[src/rtl/gpio_in_conditioner.sv]
// Two-flop synchronizer plus per-bit stability-counter debounce for raw GPIO pins,
// with sticky write-1-to-clear rise/fall event flags.
module gpio_in_conditioner #(
  parameter int                 WIDTH           = 8,
  parameter int                 DEBOUNCE_CYCLES = 16,
  parameter logic [WIDTH-1:0]   RESET_LEVEL     = {WIDTH{1'b0}}
) (
  input  logic             clk,
  input  logic             reset,
  input  logic [WIDTH-1:0] port_in,
  input  logic [WIDTH-1:0] event_clr,
  output logic [WIDTH-1:0] port_out,
  output logic [WIDTH-1:0] rise_flag,
  output logic [WIDTH-1:0] fall_flag,
  output logic             any_event
);

  localparam int             CNT_W   = $clog2(DEBOUNCE_CYCLES + 1);
  localparam logic [CNT_W-1:0] CNT_MAX = CNT_W'(DEBOUNCE_CYCLES - 1);

  logic [WIDTH-1:0] s1;
  logic [WIDTH-1:0] s2;
  logic [CNT_W-1:0] cnt      [WIDTH];
  logic [CNT_W-1:0] cnt_next [WIDTH];
  logic [WIDTH-1:0] accept;

  // A bit is accepted once s2 has differed from port_out for DEBOUNCE_CYCLES
  // consecutive edges; any matching cycle drops the count back to zero.
  always_comb begin
    accept = '0;
    for (int i = 0; i < WIDTH; i++) begin
      cnt_next[i] = '0;
      if (s2[i] != port_out[i]) begin
        if (cnt[i] == CNT_MAX) begin
          accept[i] = 1'b1;
        end else begin
          cnt_next[i] = cnt[i] + CNT_W'(1);
        end
      end
    end
  end

  always_ff @(posedge clk or negedge reset) begin
    if (!reset) begin
      s1        <= RESET_LEVEL;
      s2        <= RESET_LEVEL;
      port_out  <= RESET_LEVEL;
      rise_flag <= '0;
      fall_flag <= '0;
      for (int i = 0; i < WIDTH; i++) cnt[i] <= '0;
    end else begin
      s1        <= port_in;
      s2        <= s1;
      port_out  <= (port_out & ~accept) | (s2 & accept);
      // Setting takes priority over a simultaneous clear.
      rise_flag <= (rise_flag & ~event_clr) | (accept & s2);
      fall_flag <= (fall_flag & ~event_clr) | (accept & ~s2);
      for (int i = 0; i < WIDTH; i++) cnt[i] <= cnt_next[i];
    end
  end

  assign any_event = |{rise_flag, fall_flag};

endmodule
[config.mk]
export PLATFORM = sky130hd
export DESIGN_NAME = gpio_in_conditioner
export DESIGN_NICKNAME = d
export VERILOG_FILES = /design/src/rtl/gpio_in_conditioner.sv
export SDC_FILE = /design/constraint.sdc
export NUM_CORES = 1
export LEC_CHECK = 0
export ABC_CLOCK_PERIOD_IN_PS = 1850
export CORE_MARGIN = 1.5
export CORE_UTILIZATION = 40
export DETAILED_ROUTE_END_ITERATION = 6
export GPL_TIMING_DRIVEN = 1
export RECOVER_POWER = 100
export SLEW_MARGIN = 40
export SYNTH_ARGS = -nofsm -noshare
export SYNTH_HDL_FRONTEND = slang
export SYNTH_SLANG_ARGS = --single-unit
[constraint.sdc]
create_clock -name clk -period 1.85 [get_ports clk]
set_clock_uncertainty 0.1 [all_clocks]
set_input_delay 0.185 -clock clk [delete_from_list [all_inputs] [get_ports clk]]
set_output_delay 0.185 -clock clk [all_outputs]
set_load 0.02 [all_outputs]
After elaboration in Yosys (flattened, before gate mapping)
Cells that the tools add are included.
{ "word_totals": {"regBits": 80, "wordCells": 81, "in_bits": 18} }
{ "classes": {"n_mux": 32, "addsub": 8, "n_reduce_logical": 1, "n_bitwise": 11, "n_eq_ne": 16} }
{ "ops": {"columns": ["op", "count"], "rows": [
  ["two-way mux 5 bit", 16],
  ["adder 5 x 1 -> 5 bit (second input constant)", 8],
  ["AND 8 bit", 5],
  ["== test 5 x 4 -> 1 bit (second input constant)", 8],
  ["NOT 8 bit", 3],
  ["OR 8 bit", 3],
  ["two-way mux 1 bit", 16],
  ["OR reduction 16 bit", 1],
  ["inequality test 1 bit", 8]
]} }

Logic depth before layout (Yosys ltp)
{ "logic_depth": {"word_depth": 6, "depth_mapped": 4} }

Worst setup path before layout
No wires, ideal clock.
{ "synth_timing": {"path_type": "reg-to-output", "start": "register rise_flag[2]", "end": "output port any_event", "path_slack_ns": 0.576, "path_stages_with_launch": 3, "required_time_ns": 1.565, "arrival_time_ns": 0.989, "cell_sequence": "dfrtp_1 -> nor4_1 -> nand4_1"} }
{ "synth_between": {"elab_chain_cells": 1} }
{ "synth_rtl": {"columns": ["item", "line_no", "text"], "rows": [
  ["start: declaration", "13", "output logic [WIDTH-1:0] rise_flag,"],
  ["start signal: assignment", "56", "rise_flag <= (rise_flag & ~event_clr) | (accept & s2);"],
  ["OR reduction 16 bit", "62", "assign any_event = |{rise_flag, fall_flag};"],
  ["end: declaration", "15", "output logic any_event"]
]} }
Every way passes these cells.

==> key figures <==
Outcome
  • Outcome: finished clean

Synth
  • Synth top area share: 0.651
  • Synth Net Count: about 280
  • Async S/R FF share, synth: 1.00
  • Sequential element share of the synthesized area: 0.651
  • Largest cells by area after synthesis: dfrtp_1, xor2_1, o32ai_1
  • Avg Cell Area, Syn: between 10 and 15 um2
  • Cell taking the most area after synthesis: dfrtp_1
  • Syn. warnings: 0
  • Most numerous cell in the Yosys netlist: dfrtp_1
  • Yosys reg bits: 80
  • Primary FF master, synth: dfrtp_1
  • Synth Instances: approximately 250
  • Commonest cells post-synth: dfrtp_1, inv_1, nand2_1, xor2_1, nor2_1
  • Mapped Area: between 3000 and 4000 um2
  • Yosys cell types: 22
  • Post-synth EDFFs: 0

Clock tree
  • Post-CTS Setup Bufs: 0
  • Clock transition at path regs: around 0.080 ns
  • CTS buffer count: 9
  • Worst-skew pair later-pin latency: approximately 0.35 ns
  • Clock buffer depth: 2
  • Clock Sinks: 80
  • H-tree depth: 3
  • CTS tree: done
  • Root Buffer: clkbuf_8

Hold path
  • Hold Crit Class: flop to flop

Setup path
  • Crit path launch type: flop
  • Worst R2R Setup Slack: between 0.4 and 0.5 ns
  • Worst path slowest cell: dlygate4sd3_1
  • Crit path buf inv count: 1
  • Worst Setup Path Type: flop to output pin
  • Largest fanout on the critical path: 5
  • Max stage delay on crit path: around 0.70 ns
  • Crit end category: output pin
  • WP data required: between 1.5 and 2 ns
  • Crit-path cells: dlygate4sd3_1
  • CP delay by family, top: buffers and inverters
  • CP arrival: ~1.5 ns

Global routing
  • Gr usage total: 0.151
  • Initial antenna violation count: 0
  • First-pass GRT wire length: 9.56 mm
  • Number of global-route vias before repair: just under 2000
  • Largest net degree at the start of global routing: 36
  • Gr ovfl total: 0

Timing
  • Pin slew with the least headroom to its limit: ~0.67 ns
  • Pins Over Slew Limit: 0
  • Fin crit share: 0.950
  • Fmax: around 0.57 GHz
  • Final TNS setup: 0 ns
  • Final worst path period need: between 1.5 and 2 ns
  • Unrepaired setup endpoints after global routing: false
  • Slew margin rel.: 0.552
  • Final hold vios: 0
  • Final setup viols: 0

Power and ir drop
  • Pwr per Cell Area: between 900 and 1000 nW/um2
  • Worst ir drop on vdd: 0.000589 V
  • Leakage: about 1.9 nW
  • Tot Pwr: 3.60 mW

Cells and area
  • Fill cells: 630
  • Final net count: between 300 and 400
  • Share of cells above drive strength 1: 0.0886
  • Reg area: between 2000 and 2500 um2
  • Area of the multi-input gates: between 900 and 1000 um2
  • N_diodes: 0
  • Final Util: 0.535
  • Area Overhead vs Synth: 27.6%

Drt
  • DRT iter0 DRCs: 107
  • Drt total wl: 5.64 mm
  • Vias per cell: between 4 and 5
  • Detailed Routing Iterations Pass 1: 4
  • Vias post-DR: a little under 2000
  • DRC viols: 0
  • WL/cell: 13.6 um
  • Post-route ant nets: 0

Placement
  • GPL Wtd Cong: ~0.75
  • Detail Placement HPWL: 4.00 mm
  • PortBufs: between 40 and 50

Die
  • # rows: 31
  • Die H: between 90 and 100 um
  • Num ports: 43
  • CORE AREA: between 7000 and 8000 um2
  • Initial Util: 0.420
  • Die extent in x: 90.7 um
  • DIE AREA: 8220 um2

Flow run
  • # Max-Cap Violations: 0
repair_timing:
action                     in CTS  in global routing
hold buffers                    1                  0
setup endpoints to repair       1                  1
resized for setup               4                  5
hold endpoints to repair       60                  0
final timing paths:
path                              start           end  cells past startpoint
worst max-delay path               flop   port_out[4]                      1
min in group asynchronous         reset       cnt[10]                      2
worst min register to register    s1[3]         s2[3]                      0
max in group asynchronous         reset       cnt[32]                      3
worst max register to register  cnt[25]  rise_flag[2]                      3
worst min-delay path              s1[3]         s2[3]                      0
power by group:
part           leakage, nW  internal, mW  total [mW]  switching [mW]
registers             1.06          1.81        1.85          0.0449
clock network        0.126         0.968        1.59           0.621
logic                0.711        0.0750       0.162          0.0871
total                 1.90          2.85        3.60           0.753
flip-flops by register name, indices dropped and copies added, names as in the netlist, named ones only:
name       count
rise_flag      8
s2             8
fall_flag      8
cnt           40
s1             8
layer usage:
layer	up-vias	global-route usage	wire, um
li1	974	-	-
met1	963	0.202	2650
met2	40	0.223	2620
met3	8	0.0581	297
met4	0	0.0556	72
met5	-	0	0
kinds of logic after synthesis:
group / after synthesis / synth area share
and+or+nand+nor: 77 / 0.133
muxes: 1 / 0.00488
buffers and inverters: 30 / 0.0366
adders and majority gates: 8 / 0.0325
AOI/OAI and AO/OA: 32 / 0.0732
DFF: 80 / 0.651
xor gates and xnor gates: 24 / 0.0683
metrics by stage:
step / std cells / cell area (um2) / worst slack (ns) / hold WS (ns)
finish: 415 / 3920 / 0.0930 / 0.243
global route: 415 / 3920 / 0.0355 / 0.258
CTS: 415 / 3940 / 0.0214 / 0.150
detailed placement: 398 / 3670 / 0.0662 / 0.0274
global placement: 398 / 3670 / 0.0811 / 0.0348
floorplan: 252 / 3080 / 0.576 / -0.211
layout make-up:
cell class                 count  share of cell area
clock buffer                  11              0.0386
clock inverter                 5              0.0261
inverter                      30              0.0287
multi-input combinational    142               0.249
sequential                    80               0.510
tap                           99              0.0316
timing repair buffer          48               0.116
layout by cell type (no fill, tap or decap), types with 2 or more instances in the layout:
cell,synthesis,layout
dfrtp_1,80,80
inv_1,30,30
dlygate4sd3_1,0,26
xor2_1,23,23
nand2_1,23,23
nor2_1,16,16
clkdlybuf4s50_1,0,15
o32ai_1,14,14
clkbuf_8,0,11
and2_0,0,9
nand4b_1,7,8
nand3_1,8,8
a31oi_1,8,8
ha_1,8,8
o21ai_0,7,7
and3_1,5,5
nor4_2,0,3
bufinv_16,0,3
clkbuf_2,0,3
buf_4,0,3
nand2b_1,2,2
o22ai_1,2,2
Power figures use the tool's default switching activity.
